### src/rtl/clk_div_ratio_meter_pkg.sv
// Shared definitions for the divided-clock measurement blocks.
//
// Contents:
//   meas_state_e    - 2-bit state encoding of the ratio meter FSM
//   DEF_CNT_W       - default width of the high/low/period counters
//   DEF_LOCK_CNT    - default number of equal periods needed for lock
//   DEF_SYNC_STAGES - default synchronizer depth
//   ABS_W           - working width of abs_diff (counters up to 32 bits)
//   abs_diff()      - unsigned absolute difference of two zero-extended values

package clk_meas_pkg;

    localparam int DEF_CNT_W       = 16;
    localparam int DEF_LOCK_CNT    = 4;
    localparam int DEF_SYNC_STAGES = 2;
    localparam int ABS_W           = 33;

    typedef enum logic [1:0] {
        ST_IDLE      = 2'd0,
        ST_WAIT_RISE = 2'd1,
        ST_MEAS_HIGH = 2'd2,
        ST_MEAS_LOW  = 2'd3
    } meas_state_e;

    // Callers zero-extend their operands to ABS_W bits. The subtraction is
    // ordered so that it never wraps, which gives |a - b| directly.
    function automatic logic [ABS_W-1:0] abs_diff(input logic [ABS_W-1:0] a,
                                                  input logic [ABS_W-1:0] b);
        return (a >= b) ? (a - b) : (b - a);
    endfunction

endpackage

### src/rtl/clk_div_ratio_meter_sync_edge_det.sv
// Synchronizer plus edge detector for a slow asynchronous level.
// It can be reused by any monitor that watches a foreign clock or strobe.
//
// Ports:
//   clk_in - sampling clock, rising edge
//   rst_n  - asynchronous active-low reset, clears every flop to 0
//   d      - asynchronous input level
//   q_sync - synchronized level (last synchronizer stage)
//   rise   - q_sync is 1 this cycle and was 0 the cycle before
//   fall   - q_sync is 0 this cycle and was 1 the cycle before
//
// Parameter SYNC_STAGES (at least 2) sets the synchronizer depth. The edge
// outputs are combinational from the delay flop, so a change on d shows up
// on rise/fall SYNC_STAGES cycles later. Logic that registers rise/fall acts
// on the change SYNC_STAGES+1 cycles after it arrives.

module sync_edge_det #(
    parameter int SYNC_STAGES = 2
) (
    input  logic clk_in,
    input  logic rst_n,
    input  logic d,
    output logic q_sync,
    output logic rise,
    output logic fall
);

    logic [SYNC_STAGES-1:0] sync_q;
    logic                   dly_q;

    // Shift the input through the synchronizer. The extra delay flop holds
    // the previous synchronized level for edge detection.
    always_ff @(posedge clk_in or negedge rst_n) begin
        if (!rst_n) begin
            sync_q <= '0;
            dly_q  <= 1'b0;
        end else begin
            sync_q <= {sync_q[SYNC_STAGES-2:0], d};
            dly_q  <= sync_q[SYNC_STAGES-1];
        end
    end

    assign q_sync = sync_q[SYNC_STAGES-1];
    assign rise   = q_sync & ~dly_q;
    assign fall   = ~q_sync & dly_q;

endmodule

### src/rtl/clk_div_ratio_meter.sv
// Receive-side checker for a divided clock. It measures the high time, low
// time and period of div_clk_in in clk_in cycles. It reports odd/even ratio
// and duty symmetry, and declares lock once the period is stable.
//
// Ports:
//   clk_in     - reference clock, all logic on its rising edge
//   rst_n      - asynchronous active-low reset
//   en         - measurement enable; 0 returns to idle and clears lock state
//   div_clk_in - divided clock under test, asynchronous to clk_in
//   high_cnt   - cycles high in the last published measurement
//   low_cnt    - cycles low in the last published measurement
//   period     - high_cnt + low_cnt, one bit wider so it never truncates
//   meas_valid - one-cycle pulse when high_cnt/low_cnt/period update
//   is_odd     - period[0] of the last measurement
//   duty_ok    - |high_cnt - low_cnt| <= 1
//   locked     - LOCK_CNT consecutive identical periods seen
//   overflow   - sticky until reset or en=0: a phase counter saturated

module clk_div_ratio_meter
    import clk_meas_pkg::*;
#(
    parameter int CNT_W       = DEF_CNT_W,
    parameter int SYNC_STAGES = DEF_SYNC_STAGES,
    parameter int LOCK_CNT    = DEF_LOCK_CNT
) (
    input  logic             clk_in,
    input  logic             rst_n,
    input  logic             en,
    input  logic             div_clk_in,
    output logic [CNT_W-1:0] high_cnt,
    output logic [CNT_W-1:0] low_cnt,
    output logic [CNT_W:0]   period,
    output logic             meas_valid,
    output logic             is_odd,
    output logic             duty_ok,
    output logic             locked,
    output logic             overflow
);

    localparam int               LK_W      = $clog2(LOCK_CNT + 1);
    localparam logic [CNT_W-1:0] CNT_ONE   = CNT_W'(1);
    // One below the saturated value. A phase counter that still sees no edge
    // here would reach 2^CNT_W-1 on this edge, so the measurement is abandoned.
    localparam logic [CNT_W-1:0] CNT_LAST  = {{(CNT_W-1){1'b1}}, 1'b0};
    localparam logic [LK_W-1:0]  LOCK_FULL = LK_W'(LOCK_CNT);
    localparam logic [LK_W-1:0]  LOCK_ONE  = LK_W'(1);

    meas_state_e      state;
    logic [CNT_W-1:0] hcnt;
    logic [CNT_W-1:0] lcnt;
    logic [LK_W-1:0]  lock_cnt;
    logic [LK_W-1:0]  lock_next;
    logic             div_sync;
    logic             div_rise;
    logic             div_fall;
    logic [CNT_W:0]   new_period;
    logic [ABS_W-1:0] new_diff;
    logic             new_duty_ok;

    sync_edge_det #(
        .SYNC_STAGES(SYNC_STAGES)
    ) u_sync_edge_det (
        .clk_in(clk_in),
        .rst_n (rst_n),
        .d     (div_clk_in),
        .q_sync(div_sync),
        .rise  (div_rise),
        .fall  (div_fall)
    );

    // Values that would be published on the closing rise. lock_cnt == 0
    // marks the first measurement after idle or overflow. That measurement
    // always starts the run at 1, whatever period the register still holds.
    always_comb begin
        new_period  = {1'b0, hcnt} + {1'b0, lcnt};
        new_diff    = abs_diff(ABS_W'(hcnt), ABS_W'(lcnt));
        new_duty_ok = (new_diff <= ABS_W'(1));
        lock_next   = LOCK_ONE;
        if ((lock_cnt != '0) && (new_period == period)) begin
            lock_next = (lock_cnt == LOCK_FULL) ? LOCK_FULL : (lock_cnt + LOCK_ONE);
        end
    end

    // Measurement FSM. The rise that closes one measurement also opens the
    // next, so measurements run back-to-back. Dropping en overrides every
    // state, including a rise on the same edge. The published result
    // registers keep their last values across en=0.
    always_ff @(posedge clk_in or negedge rst_n) begin
        if (!rst_n) begin
            state      <= ST_IDLE;
            hcnt       <= '0;
            lcnt       <= '0;
            lock_cnt   <= '0;
            high_cnt   <= '0;
            low_cnt    <= '0;
            period     <= '0;
            meas_valid <= 1'b0;
            is_odd     <= 1'b0;
            duty_ok    <= 1'b0;
            locked     <= 1'b0;
            overflow   <= 1'b0;
        end else begin
            meas_valid <= 1'b0;
            if (!en) begin
                state    <= ST_IDLE;
                hcnt     <= '0;
                lcnt     <= '0;
                lock_cnt <= '0;
                locked   <= 1'b0;
                overflow <= 1'b0;
            end else begin
                case (state)
                    ST_IDLE: begin
                        state <= ST_WAIT_RISE;
                    end
                    ST_WAIT_RISE: begin
                        if (div_rise) begin
                            hcnt  <= CNT_ONE;
                            state <= ST_MEAS_HIGH;
                        end
                    end
                    ST_MEAS_HIGH: begin
                        if (div_fall) begin
                            lcnt  <= CNT_ONE;
                            state <= ST_MEAS_LOW;
                        end else if (div_sync) begin
                            if (hcnt == CNT_LAST) begin
                                overflow <= 1'b1;
                                locked   <= 1'b0;
                                lock_cnt <= '0;
                                state    <= ST_WAIT_RISE;
                            end else begin
                                hcnt <= hcnt + CNT_ONE;
                            end
                        end
                    end
                    ST_MEAS_LOW: begin
                        if (div_rise) begin
                            high_cnt   <= hcnt;
                            low_cnt    <= lcnt;
                            period     <= new_period;
                            is_odd     <= new_period[0];
                            duty_ok    <= new_duty_ok;
                            meas_valid <= 1'b1;
                            lock_cnt   <= lock_next;
                            locked     <= (lock_next == LOCK_FULL);
                            hcnt       <= CNT_ONE;
                            state      <= ST_MEAS_HIGH;
                        end else if (!div_sync) begin
                            if (lcnt == CNT_LAST) begin
                                overflow <= 1'b1;
                                locked   <= 1'b0;
                                lock_cnt <= '0;
                                state    <= ST_WAIT_RISE;
                            end else begin
                                lcnt <= lcnt + CNT_ONE;
                            end
                        end
                    end
                    default: begin
                        state <= ST_IDLE;
                    end
                endcase
            end
        end
    end

endmodule

### config.mk
export PLATFORM = sky130hd
export DESIGN_NAME = clk_div_ratio_meter
export DESIGN_NICKNAME = d
export VERILOG_FILES = /design/src/rtl/clk_div_ratio_meter_pkg.sv /design/src/rtl/clk_div_ratio_meter_sync_edge_det.sv /design/src/rtl/clk_div_ratio_meter.sv
export SDC_FILE = /design/constraint.sdc
export NUM_CORES = 1
export LEC_CHECK = 0
export CAP_MARGIN = 20
export CORE_UTILIZATION = 35
export DETAILED_ROUTE_END_ITERATION = 6
export GPL_TIMING_DRIVEN = 0
export SLEW_MARGIN = 40
export SYNTH_ARGS = -nofsm -noshare
export SYNTH_HDL_FRONTEND = slang
export SYNTH_HIERARCHICAL = 1
export SYNTH_SLANG_ARGS = --single-unit
### constraint.sdc
create_clock -name clk_in -period 9.68 [get_ports clk_in]
set_input_delay 0.968 -clock clk_in [delete_from_list [all_inputs] [get_ports clk_in]]
set_output_delay 0.968 -clock clk_in [all_outputs]
set_load 0.01 [all_outputs]
# Word level (Yosys, flattened, before mapping)
# Cells that the tools add are included.
dict set report word_totals {
  ff_bits 94
  elab_cells 112
}
dict set report op_classes {
  n_addsub 6
  order_cmp 2
  eq_ne 25
  muxes 51
  n_bitwise 4
  n_reduce_logical 10
}
# operator count
set op_table {}
lappend op_table {{two-way mux 16 bit} 10}
lappend op_table {{one-hot mux 16 bit (2 select lines)} 2}
lappend op_table {{subtractor 16 x 16 -> 17 bit} 2}
lappend op_table {{less-or-equal comparator 33 x 1 -> 1 bit, second input constant} 1}
lappend op_table {{two-way mux 33 bit} 1}
lappend op_table {{adder 16 x 1 -> 16 bit, second input constant} 2}
lappend op_table {{equality test 16 bit, second input constant} 2}
lappend op_table {{two-way mux 3 bit} 9}
lappend op_table {{!= test 3 bit, second input constant} 9}
lappend op_table {{adder 16 x 16 -> 17 bit} 1}
lappend op_table {{equality test 17 bit} 1}
lappend op_table {{two-way mux 1 bit} 17}
lappend op_table {{>= comparator 16 bit} 1}
lappend op_table {{two-way mux 2 bit} 8}
lappend op_table {{AND reduction 5 bit} 3}
lappend op_table {{!= test 4 bit, second input constant} 3}
lappend op_table {{!= test 3 x 2 -> 1 bit, second input constant} 3}
lappend op_table {{one-hot mux 2 bit (4 select lines)} 1}
lappend op_table {{AND reduction 7 bit} 1}
lappend op_table {{equality test 3 bit, second input constant} 2}
lappend op_table {{one-hot mux 3 bit (2 select lines)} 1}
lappend op_table {{AND reduction 6 bit} 1}
lappend op_table {{equality test 2 bit, second input constant} 2}
lappend op_table {{!= test 4 x 3 -> 1 bit, second input constant} 1}
lappend op_table {{other kinds (11)} 14}

# Depth between registers and ports, before layout
dict set report depth {
  ltp_word 8
  depth_mapped 14
  ltp_nobuf 14
}

# Cells and area by module
# Netlist, hierarchy kept.
# mod n_inst cells_each area_each_um2
set modules_own_cells {}
lappend modules_own_cells {clk_div_ratio_meter 1 818 6929.1}
lappend modules_own_cells {sync_edge_det 1 5 90.1}

# Least setup slack after synthesis
# OpenSTA, ideal clock, no wires.
dict set report synth_timing {
  path_kind {reg-to-reg}
  startpoint {register hcnt[0]}
  endpoint {register lock_cnt[0]}
  setup_ns 0.118
  arrival_ns 3.440
  required_time_ns 9.562
  slack_ns 6.122
  path_stages_with_launch 13
  path_buffers 0
  path_cell_list {dfrtp_1 -> ha_1 -> fa_1 -> xor2_2 -> xor2_1 -> o211ai_1 -> a2111oi_2 -> nand4_1 -> a2111oi_0 -> nand3b_1 -> or4_1 -> or4b_4 -> a21o_1}
}
dict set report synth_via {
  elab_chain_len 7
}
# element line
set synth_lines {}
lappend synth_lines {{from (decl)} clk_div_ratio_meter.sv:49} ;# logic [CNT_W-1:0] hcnt;
lappend synth_lines {{from (signal assigned)} clk_div_ratio_meter.sv:133} ;# hcnt <= hcnt + CNT_ONE;
lappend synth_lines {{adder 16 x 16 -> 17 bit} clk_div_ratio_meter.sv:75} ;# new_period = {1'b0, hcnt} + {1'b0, lcnt};
lappend synth_lines {{equality test 17 bit} clk_div_ratio_meter.sv:79} ;# if ((lock_cnt != '0) && (new_period == period)) begin
lappend synth_lines {{logical AND 1 bit} clk_div_ratio_meter.sv:79}
lappend synth_lines {{two-way mux 3 bit} clk_div_ratio_meter.sv:79}
lappend synth_lines {{two-way mux 3 bit} clk_div_ratio_meter.sv:138} ;# if (div_rise) begin
lappend synth_lines {{one-hot mux 3 bit (2 select lines)} clk_div_ratio_meter.sv:112} ;# case (state)
lappend synth_lines {{two-way mux 3 bit} clk_div_ratio_meter.sv:104} ;# if (!en) begin
lappend synth_lines {{to (signal assigned)} clk_div_ratio_meter.sv:145} ;# lock_cnt <= lock_next;
lappend synth_lines {{to (decl)} clk_div_ratio_meter.sv:51} ;# logic [LK_W-1:0] lock_cnt;
# Parallel ways exist; a longest one is shown, timed or not.
# A chain may end at the register's enable or synchronous reset.

# Worst setup path after layout
dict set report layout_timing {
  startpoint {register hcnt[4]}
  endpoint {register duty_ok}
}
dict set report layout_via {
  elab_chain_len 3
}
# element line
set layout_lines {}
lappend layout_lines {{subtractor 16 x 16 -> 17 bit / >= comparator 16 bit (equally long branches)} clk_div_ratio_meter_pkg.sv:29} ;# return (a >= b) ? (a - b) : (b - a);
lappend layout_lines {{two-way mux 33 bit *} clk_div_ratio_meter_pkg.sv:29}
lappend layout_lines {{less-or-equal comparator 33 x 1 -> 1 bit *} clk_div_ratio_meter.sv:77} ;# new_duty_ok = (new_diff <= ABS_W'(1));
lappend layout_lines {{to (signal assigned)} clk_div_ratio_meter.sv:143} ;# duty_ok <= new_duty_ok;
lappend layout_lines {{to (decl)} clk_div_ratio_meter.sv:35} ;# output logic duty_ok,
# Mark *: on every way between the ends. The rest lies on a longest branch, timed or not.

==> metrics <==
status=finished, final reports clean; Routability Congestion=slightly above 0.9; Slew HR=45.6%; multi-input logic area=0.00433 sq mm; Max Fanout on Critical Path=10; most frequent cells after synthesis=99 x nand2_1, 93 x dfrtp_1, 78 x o21ai_0; Initial Util=between 30% and 40%; Mapped Cells=823; synthesized area=0.00702 sq mm; Overflow after GRT=0; Setup Crit Path Kind=reg -> reg; DIE AREA=0.0206 sq mm; HP Class=reg -> reg; top cells by area, synth=dfrtp_1 33%, ha_1 9.6%, o21ai_0 5.6%; hpwl dp=~16 mm; vias in the first global route=6110; actual slew at the worst max-slew pin=a little over 0.8 ns; Synth Flop Type=dfrtp_1; clock slew at reported path FFs=0.07 ns; met3 GRT Util=3.27%; Worst-Skew Late Latency=0.37 ns; setup bufs post-CTS=0; reg2reg start=hcnt[4]$_DFFE_PN0P_; first-pass GRT wire length=33.2 mm; Critical Path Sink Type=flop; Tmin final=4.31 ns; Pins Over Slew Limit=0; Global Route Usage Sum=21.4%; synth warn=6; crit path DAT=4.59 ns; final core utilization=a little over two fifths; clk_skew=0.00783 ns; area growth from synthesis to layout=17.1%; clk root buf=clkbuf_16; H-Tree Depth=3; FMAX=around 0.23 GHz; share of the synthesized area in the top cell type=33.2%; # port buffers=57; RSZ-0062 raised after global routing=no; Die Wd=144 um; # diodes=0; DR WL/cell=17.9 um; EDFF count, synth=0; post-route cell area=0.00822 sq mm; initial DRC count=468; drt first pass iters=5; Yosys cell types=76; Setup TNS=0 ns; dpl cell area=0.00795 sq mm; final hold vios=0; DRC=0; antenna viol nets, final=0; I/O pin count=58; sequential area share after synthesis=33.2%; Hold-fix buffers, CTS=0; Tcrit/Tclk final=44.5%; pin count of the biggest net entering global routing=between 50 and 60; cts bufs inserted=9; Power Dens Cells=between 100 and 150 mW/mm^2; Register Area=0.00233 sq mm; asr flop ratio synth=100%; Leakage=3.56 nW; setup violators final=0; Setup crit start=hcnt[4]$_DFFE_PN0P_; row count=51; Yosys top cell by area=dfrtp_1; Seq cells post-synth=93; critical path data required time=9.96 ns; Hold Worst Slack=0.352 ns; Syn Nets=884; CP Launch Type=flop; vias post-DR=about 6.2k; syn avg cell area=8.53 sq um; Bufs on Longest Clock Path=2; # nets final=953; Fillers=1994; most numerous cell in the Yosys netlist=nand2_1; CTS tree=built; MaxCap Viol Count=0; layout cells sized above 1=4.69%; VDD IR max=89.4 uV; detailed-route vias per instance=around 5.3; HP Start=u_sync_edge_det/sync_q[0]$_DFF_PN0_; Core Region=0.0196 sq mm; met2 Usage GRT=33.6%; gr busiest metal=met2; initial antenna violation count=0; met1 usage=30.0%; WL final=about 21 mm; CTS resizes=0; die height=144 um; TritonCTS Sinks=93
[worst paths after layout]
check | end | cells past startpoint | slack, ns
worst max-delay path | duty_ok$_DFFE_PN0P_ | 14 | 5.37
worst min-delay path | u_sync_edge_det/sync_q[1]$_DFF_PN0_ | 0 | 0.35
worst max register to register | duty_ok$_DFFE_PN0P_ | 14 | 5.37
worst min register to register | u_sync_edge_det/sync_q[1]$_DFF_PN0_ | 0 | 0.35
max in group asynchronous | hcnt[11]$_DFFE_PN0P_ | 2 | 8.62
min in group asynchronous | period[0]$_DFFE_PN0P_ | 1 | 0.47
[per-stage QoR]
step,setup WS (ns),power (W),std cells
3_3_place_gp,3.93,0.000563,1145
6_report,5.37,0.000902,1161
4_1_cts,5.41,0.000912,1161
5_1_grt,5.11,0.000938,1161
3_5_place_dp,5.43,0.000565,1146
2_1_floorplan,6.12,0.000515,823
[cells in the final DEF, fill, tap and decap left out, types with 4 or more instances in the layout]
| cell type | n |
|---|---|
| inv_1 | 53 |
| o21ai_0 | 78 |
| dfrtp_1 | 93 |
| o211ai_1 | 4 |
| a31oi_1 | 8 |
| and3_1 | 6 |
| ha_1 | 54 |
| nor4_1 | 7 |
| xnor2_1 | 42 |
| nand2_1 | 99 |
| nand4_1 | 11 |
| a21o_1 | 15 |
| and2_1 | 8 |
| o31ai_1 | 4 |
| nor3_1 | 21 |
| a22o_1 | 6 |
| clkbuf_1 | 27 |
| a21oi_1 | 41 |
| or3_1 | 9 |
| a21boi_0 | 4 |
| mux2i_1 | 12 |
| clkdlybuf4s50_1 | 56 |
| nand2b_1 | 10 |
| o21ai_1 | 4 |
| or4_1 | 6 |
| xnor3_1 | 5 |
| o21bai_1 | 8 |
| nor2b_1 | 13 |
| nand3_1 | 26 |
| clkbuf_16 | 9 |
| xor2_1 | 11 |
| nor2_1 | 56 |
| a2111oi_0 | 4 |
| a211oi_1 | 6 |
[logic make-up (layout without fill, tap and decap cells)]
| family | Yosys count | count (layout) | share of synthesized area, % |
|---|---|---|---|
| compound gates | 218 | 218 | 20.1 |
| fa+ha+maj | 57 | 57 | 10.5 |
| xor+xnor | 60 | 60 | 8.68 |
| mux | 15 | 15 | 2.19 |
| buf+inv | 90 | 163 | 5.13 |
| flops | 93 | 93 | 33.2 |
| simple gates | 290 | 290 | 20.2 |
[critical path: stages (launching register included)]
cell	delay, ns
dfrtp_1	0.45
inv_1	0.13
ha_1	0.38
buf_1	0.44
nand3_1	0.25
a21o_1	0.24
a21o_1	0.19
a21oi_1	0.32
a2bb2oi_2	0.50
buf_2	0.36
mux2i_1	0.26
xnor2_1	0.10
nor4_1	0.26
nand4_1	0.18
o21ai_0	0.18
[where the power goes]
part | internal (W) | switching, W | leakage, nW | total (W)
logic | 0.0000677 | 0.0000893 | 2.15 | 0.000157
clock network | 0.000174 | 0.000169 | 0.129 | 0.000343
registers | 0.000394 | 0.00000809 | 1.28 | 0.000402
[state kept, by name (all words and copies together), names as in the netlist]
signal,count
period,17
hcnt,16
high_cnt,16
lcnt,16
low_cnt,16
lock_cnt,3
state,2
u_sync_edge_det/sync_q,2
duty_ok,1
locked,1
meas_valid,1
overflow,1
u_sync_edge_det/dly_q,1
[per-layer routing]
metal  wire length, um  share of wire [%]
met1             10100                 49
met2              9290                 45
met3               937                4.5
met4               490                2.4
met5                 0                  0
[area by class of cell]
cell class                 instances  share of cell area, %
timing repair buffer              58                   7.34
buffer                            34                   1.83
inverter                          56                   2.56
clock inverter                     5                  0.426
clock buffer                      10                   2.79
multi-input combinational        640                   52.7
tap                              265                   4.03
sequential                        93                   28.3
No activity file was read; power rests on OpenSTA's default activity.
